==> config.mk <==
export PLATFORM = sky130hd
export DESIGN_NAME = muldiv_unit
export DESIGN_NICKNAME = d
export VERILOG_FILES = /design/src/rtl/muldiv_unit.sv
export SDC_FILE = /design/constraint.sdc
export NUM_CORES = 1
export LEC_CHECK = 0
export BUFFER_PORTS_ARGS = -buffer_cell sky130_fd_sc_hd__buf_2
export CORE_MARGIN = 2
export CORE_UTILIZATION = 51
export DETAILED_ROUTE_END_ITERATION = 12
export HOLD_SLACK_MARGIN = 0.08
export PLACE_DENSITY = 0.69
export SKIP_LAST_GASP = 1
export SYNTH_ARGS = -nofsm -noshare
export SYNTH_HDL_FRONTEND = slang
export SYNTH_SLANG_ARGS = --single-unit
==> constraint.sdc <==
create_clock -name clk -period 4.2 [get_ports clk]
set_clock_uncertainty 0.15 [all_clocks]
set_input_delay 0.42 -clock clk [delete_from_list [all_inputs] [get_ports clk]]
set_output_delay 0.42 -clock clk [all_outputs]
set_load 0.01 [all_outputs]
==> src/rtl/muldiv_unit.sv <==
// Iterative RV32M multiply/divide unit, radix-2, one operation in flight.
// Signed operands are reduced to magnitudes; signs are reapplied in FIX.
module muldiv_unit #(
    parameter int XLEN = 32
) (
    input  logic            clk,
    input  logic            rst,
    input  logic            start,
    input  logic [2:0]      funct3,
    input  logic [XLEN-1:0] op_a,
    input  logic [XLEN-1:0] op_b,
    input  logic [4:0]      rd_in,
    output logic            busy,
    output logic            done,
    output logic            rd_we,
    output logic [4:0]      rd_out,
    output logic [XLEN-1:0] result
);

    localparam int CW = $clog2(XLEN) + 1;

    typedef enum logic [1:0] {IDLE, CALC, FIX, DONE} state_t;

    state_t          state_q, state_d;
    logic [CW-1:0]   count_q;
    logic [2:0]      fn_q;
    logic [XLEN-1:0] a_mag_q, b_mag_q;
    logic [XLEN-1:0] hi_q, lo_q, spec_q;
    logic            special_q, neg_q, a_neg_q;

    logic            is_div, a_sgn, b_sgn, a_neg, b_neg;
    logic            div0, ovf, special;
    logic [XLEN-1:0] a_mag, b_mag, spec_val;

    always_comb begin
        is_div   = funct3[2];
        a_sgn    = is_div ? ~funct3[0] : (funct3 != 3'b011);
        b_sgn    = is_div ? ~funct3[0] : ~funct3[1];
        a_neg    = a_sgn & op_a[XLEN-1];
        b_neg    = b_sgn & op_b[XLEN-1];
        a_mag    = a_neg ? -op_a : op_a;
        b_mag    = b_neg ? -op_b : op_b;
        div0     = is_div && (op_b == '0);
        ovf      = is_div && !funct3[0]
                   && (op_a == {1'b1, {(XLEN-1){1'b0}}})
                   && (op_b == '1);
        special  = div0 | ovf;
        spec_val = '1;
        if (div0)
            spec_val = funct3[1] ? op_a : '1;
        else if (ovf)
            spec_val = funct3[1] ? '0 : op_a;
    end

    // One iteration: shift-add for multiply, restoring step for divide.
    logic [XLEN:0]   sum, shifted;
    logic            ge;
    logic [XLEN-1:0] hi_step, lo_step;

    always_comb begin
        sum     = {1'b0, hi_q} + (lo_q[0] ? {1'b0, a_mag_q} : '0);
        shifted = {hi_q, lo_q[XLEN-1]};
        ge      = shifted >= {1'b0, b_mag_q};
        if (fn_q[2]) begin
            hi_step = ge ? shifted[XLEN-1:0] - b_mag_q
                         : shifted[XLEN-1:0];
            lo_step = {lo_q[XLEN-2:0], ge};
        end else begin
            hi_step = sum[XLEN:1];
            lo_step = {sum[0], lo_q[XLEN-1:1]};
        end
    end

    logic [2*XLEN-1:0] prod, prod_s;
    logic [XLEN-1:0]   fix_val;

    always_comb begin
        prod    = {hi_q, lo_q};
        prod_s  = neg_q ? -prod : prod;
        fix_val = spec_q;
        if (!special_q) begin
            if (!fn_q[2])
                fix_val = (fn_q[1:0] == 2'b00) ? prod_s[XLEN-1:0]
                                               : prod_s[2*XLEN-1:XLEN];
            else if (!fn_q[1])
                fix_val = neg_q ? -lo_q : lo_q;
            else
                fix_val = a_neg_q ? -hi_q : hi_q;
        end
    end

    always_comb begin
        state_d = state_q;
        unique case (state_q)
            IDLE: if (start) state_d = special ? FIX : CALC;
            CALC: if (count_q == CW'(XLEN-1)) state_d = FIX;
            FIX:  state_d = DONE;
            DONE: state_d = IDLE;
        endcase
    end

    always_ff @(posedge clk) begin
        if (rst) begin
            state_q   <= IDLE;
            count_q   <= '0;
            fn_q      <= '0;
            a_mag_q   <= '0;
            b_mag_q   <= '0;
            hi_q      <= '0;
            lo_q      <= '0;
            spec_q    <= '0;
            special_q <= 1'b0;
            neg_q     <= 1'b0;
            a_neg_q   <= 1'b0;
            rd_out    <= '0;
            result    <= '0;
        end else begin
            state_q <= state_d;
            case (state_q)
                IDLE: if (start) begin
                    fn_q      <= funct3;
                    a_mag_q   <= a_mag;
                    b_mag_q   <= b_mag;
                    neg_q     <= a_neg ^ b_neg;
                    a_neg_q   <= a_neg;
                    special_q <= special;
                    spec_q    <= spec_val;
                    rd_out    <= rd_in;
                    count_q   <= '0;
                    hi_q      <= '0;
                    lo_q      <= is_div ? a_mag : b_mag;
                end
                CALC: begin
                    hi_q    <= hi_step;
                    lo_q    <= lo_step;
                    count_q <= count_q + 1'b1;
                end
                FIX:  result <= fix_val;
                default: ;
            endcase
        end
    end

    assign busy  = (state_q != IDLE);
    assign done  = (state_q == DONE);
    assign rd_we = done;

endmodule

# After elaboration in Yosys (flattened, before gate mapping)
# Cells that the tools add are included.
# totals
regBits	211
wordCells	80
in_bits	75
out_inout_bits	40
# op_classes
bitwise_logic	6
n_lt_le_gt_ge	1
n_reduce_logical	13
n_eq_ne	9
n_mux	30
add_sub_neg	8
# op_table
operator	n
32-bit two-way mux	19
32-bit negator	4
32-bit one-hot mux with 2 select lines	2
32-bit == test, second input constant	2
64-bit two-way mux	1
64-bit negator	1
32-bit by 32-bit adder with 33-bit output	1
33-bit by 32-bit greater-or-equal comparator with 1-bit output	1
32-bit zero test	1
32-bit subtractor	1
6-bit one-hot mux with 2 select lines	1
2-bit one-hot mux with 4 select lines	1
6-bit by 1-bit adder with 6-bit output, second input constant	1
6-bit by 5-bit == test with 1-bit output, second input constant	1
2-bit two-way mux	3
6-bit two-way mux	1
2-bit AND reduction	3
2-bit == test, second input constant	2
1-bit logical AND	4
2-bit zero test	2
2-bit != test, second input constant	2
2-bit nonzero test	2
3-bit by 2-bit != test with 1-bit output, second input constant	1
1-bit AND	2
other kinds (6)	8

# Depth between registers and ports, before layout
# logic_depth
depth_word	8
mapped_depth	14
depth_no_buf	13

# Worst setup path after synthesis
# OpenSTA, ideal clock, no wires.
# synth_timing
path_kind	reg-to-reg
start	register lo_q[0]
end	register hi_q[29]
setup_slack_ps	649
arrival_time_ps	3317
n_path_buf	3
required_ps	3966
setup_time_ps	84
synth_period_minus_slack_ps	3551
path_stages_with_launch	15
cell_sequence	dfxtp_1 -> clkbuf_1 -> clkbuf_1 -> and2_1 -> ha_1 -> clkbuf_1 -> a21oi_1 -> o21ai_0 -> or2_2 -> a2111oi_0 -> nor2_1 -> a32oi_1 -> nor2_1 -> o32a_1 -> o221ai_1
# synth_via
elab_chain_cells	4
# synth_rtl
element	line_no	rtl
from (decl)	28	logic [XLEN-1:0] hi_q, lo_q, spec_q;
from (signal assigned)	131	lo_q <= is_div ? a_mag : b_mag;
from (signal assigned)	135	lo_q <= lo_step;
32-bit two-way mux	61	sum = {1'b0, hi_q} + (lo_q[0] ? {1'b0, a_mag_q} : '0);
32-bit by 32-bit adder with 33-bit output	61	
32-bit two-way mux	64	if (fn_q[2]) begin
32-bit one-hot mux with 2 select lines	119	case (state_q)
to (signal assigned)	134	hi_q <= hi_step;
to (decl)	28	
# No other way between the ends.
# A chain may end at the register's enable or synchronous reset.

# Worst setup path after layout
# layout_timing
start	input op_a[16]
end	register spec_q[10]
# layout_via
elab_chain_cells	5
# layout_rtl
element	line_no	rtl
from (decl)	10	input logic [XLEN-1:0] op_a,
32-bit == test	45	&& (op_a == {1'b1, {(XLEN-1){1'b0}}})
1-bit logical AND	45	
1-bit logical AND	46	&& (op_b == '1);
32-bit two-way mux	51	else if (ovf)
32-bit two-way mux	49	if (div0)
to (signal assigned)	127	spec_q <= spec_val;
to (decl)	28	
# No other way between the ends.

==> flow_summary_export.csv <==
group,metric,value,unit
worst_hold_path,hold_path.class,"in2reg",
logic_synthesis,yosysSeqAreaShare,24.8,%
logic_synthesis,ys_ff_latch,211,
pwr,p_leak,0.00778,uW
worst_setup_path,r2r_end,"result[31]",
clock_tree,cts_root_buffer,"clkbuf_16",
run_status,outcome,"finished, final reports clean",
floorplanning,die_h,187,um
drt,wl_met2,28800,um
logic_synthesis,syn_area,0.0170,sq mm
drt,drt_iter0_markers,2037,
finish,mostFrequentLayoutCells,"nor2_1, nand2_1, dfxtp_1, a21oi_1, o21ai_0",
worst_setup_path,cp-start-kind,"input pin",
worst_setup_path,ff2ff_path_depth,10,
finish,layout_commonest_cell,"nor2_1",
worst_setup_path,cpPeakStageDelay,0.66,ns
worst_setup_path,cp_top_family,"simple AND/OR/NAND/NOR gates",
worst_setup_path,rr_startpoint,"hi_q[0]",
place,place.gp.congestion,0.991,
logic_synthesis,syn-num-nets,2403,
clock_tree,htreeDepth,1,
grt,grt.total_usage,36.8,%
timing,grt_setup_unrepaired,"no",
place,pre_cts_slack,-0.0454,ns
drt,ant_nets,0,
grt,grt_max_degree,138,
worst_setup_path,worst_path_max_delay_cell,"nor4_2",
clock_tree,clock_sinks,211,
worst_setup_path,path_buf_inv,3,
floorplanning,row_count,66,
clock_tree,clockBufferDepth,3,
logic_synthesis,yosys-top-cells-area,"dfxtp_1, xnor2_1, nor2_1, ha_1, a21oi_1",
clock_tree,cts_buffers,26,
floorplanning,io_pins,115,
place,hpwlAfterDp,50600,um
finish,nNetsFinal,2469,
logic_synthesis,syn_area_per_cell,7.57,sq um
timing,fmax,0.259,GHz
timing,setup_violations,0,
worst_setup_path,r2r_setup_slack,0.37,ns
logic_synthesis,syn_inst,2252,
pwr,peakVddDrop,0.000869,V
pwr,p_total,10900,uW
drt,viasPerCell,6.44,
flow_run,max_cap_viol_count,0,
worst_setup_path,worst_ep_required_time,4.43,ns
timing,fin_crit_sh,92.0,%
drt,vias,17900,
grt,antenna_found_initial,1,
drt,wirelength,66300,um
worst_hold_path,hold_end,"b_mag_q[11]",
clock_tree,clock_latency,0.55,ns
timing,worst_pin_slew,1.17,ns
worst_setup_path,worstPathCellList,"dlygate4sd3_1 -> buf_2 -> or4_1 -> or3_1 -> nor3_2 -> nand2_1 -> nor4_2 -> o21ai_1 -> a21oi_4 -> buf_12 -> a221oi_1",
finish,fin_cells,2778,
timing,fin_tns_setup,0,ns
timing,period_minus_slack,3.87,ns
worst_setup_path,critPathMaxFanout,31,
grt,grt_pass1_wl,100000,um
clock_tree,tritoncts,"yes",
worst_setup_path,cp-end-kind,"flip-flop",
clock_tree,clk_pin_slew,0.06,ns
drt,wl_met3,6800,um
worst_setup_path,path_class,"in2reg",
worst_setup_path,worstPathArrival,4.09,ns
drt,top_layer,"met4",
place,port_buffers,114,
finish,syn_to_final_growth,13.0,%
finish,drive_above_1_share,14.0,%
floorplanning,die_area,0.0349,sq mm
timing,setup_slack,0.335,ns
drt,routedWlPerCell,23.9,um
floorplanning,core_region_area,0.0327,sq mm
grt,grt_pass1_vias,16700,
logic_synthesis,netlist-cell-type-count,84,
drt,drc,0,
floorplanning,die_width,187,um
logic_synthesis,async_flop_share,0,%
logic_synthesis,synthFlopType,"dfxtp_1",
drt,drtPass1Iterations,6,
floorplanning,start_util,52.1,%
logic_synthesis,netlist.area_leader.share,24.8,%
timing,hold_viol,0,
grt,grt-ovfl-total,0,
place,place_inst,2694,
logic_synthesis,synth_edf_count,0,
worst_hold_path,whs_path_depth,4,
timing,slew_headroom,22.1,%
worst_hold_path,min_from,"op_b[11]",
pwr,p_per_area,564,mW/mm^2
logic_synthesis,yosysTopAreaCell,"dfxtp_1",
timing,slew_viol_final,0,
logic_synthesis,synth_warnings,0,
drt,wl_met1,27600,um
==> report_power, final <==
part	leakage (uW)	internal [uW]	switching [uW]
Sequential	0.00173	2510	669
Clock	0.000439	1440	944
Combinational	0.00561	1910	3390
==> how the worst max path moves through the flow <==
stage / start / to / slack, ns / cells past startpoint
floorplan: lo_q[0] / hi_q[29] / 0.65 / 14
global placement: op_a[10] / spec_q[10] / 0.006 / 10
detailed placement: op_a[10] / spec_q[10] / -0.05 / 10
CTS: op_a[16] / spec_q[10] / 0.05 / 11
global route: b_mag_q[26] / hi_q[15] / 0.21 / 12
finish: op_a[16] / spec_q[10] / 0.33 / 11
==> through the flow <==
step	area (sq um)	utilization (%)	hold WS [ns]
after floorplan	17000	-	0.282
after global placement	18000	55.0	0.291
after detailed placement	18000	55.0	0.298
after CTS	19200	58.9	0.0924
after global routing	19300	58.9	0.130
final	19300	58.9	0.0997
==> metal layers <==
metal | GRT usage [%] | vias up
met2 | 57.0 | 965
met4 | 14.9 | 0
met3 | 7.64 | 179
met5 | 0 | -
met1 | 49.9 | 8460
li1 | - | 8292
==> cell families after synthesis <==
family / count (synthesis) / synth area share, %
and+or+nand+nor: 754 / 21.3
AOI/OAI and AO/OA: 695 / 27.8
buffers and inverters: 244 / 5.80
DFF: 211 / 24.8
xor gates and xnor gates: 195 / 10.0
adders and majority gates: 77 / 5.72
muxes: 76 / 4.65
==> cell type report <==
cell class / count / area, sq um
multi-input cells: 1797 / 11900
repair buffers: 215 / 1470
flip-flops and latches: 211 / 4230
inverters: 67 / 251
diodes: 1 / 2.50
well taps: 442 / 553
clock buffers: 35 / 756
clock inverters: 10 / 135
fillers: 3106 / 13400
==> Yosys cell counts (24+ instances only) <==
master,n
clkbuf_1,148
nor2_1,250
nand2_1,208
mux2_2,26
xnor2_1,110
xor2_1,85
a211oi_1,105
a211oi_2,30
inv_1,66
mux2i_1,50
dfxtp_1,211
o21ai_0,126
a21o_1,35
nand2b_1,25
ha_1,74
a21oi_1,169
nor3_1,56
nand4_1,25
nand3_1,28
and2_1,41
o31ai_1,24
==> sequential cells by signal, indices dropped and copies added (netlist names) <==
| name | flops |
|---|---|
| lo_q | 32 |
| neg_q | 1 |
| hi_q | 32 |
| a_mag_q | 32 |
| spec_q | 32 |
| a_neg_q | 1 |
| b_mag_q | 32 |
| result | 32 |
| rd_out | 5 |
| state_q | 2 |
| count_q | 6 |
| special_q | 1 |
| fn_q | 3 |
==> worst reg2reg max path: cells and delay by family (launching register included) <==
family,cells,cell delay [ns]
simple gates,7,2.32
flops,1,0.44
compound gates,1,0.40
buf+inv,1,0.21
xor+xnor,1,0.19
==> what timing repair did <==
item	4_1_cts	5_1_grt
setup endpoints to repair	0	14
resized for setup	0	2
endpoints found under the hold margin	38	0
setup buffers	0	0
hold buffers	38	0
(Power assumes the default switching activity.)
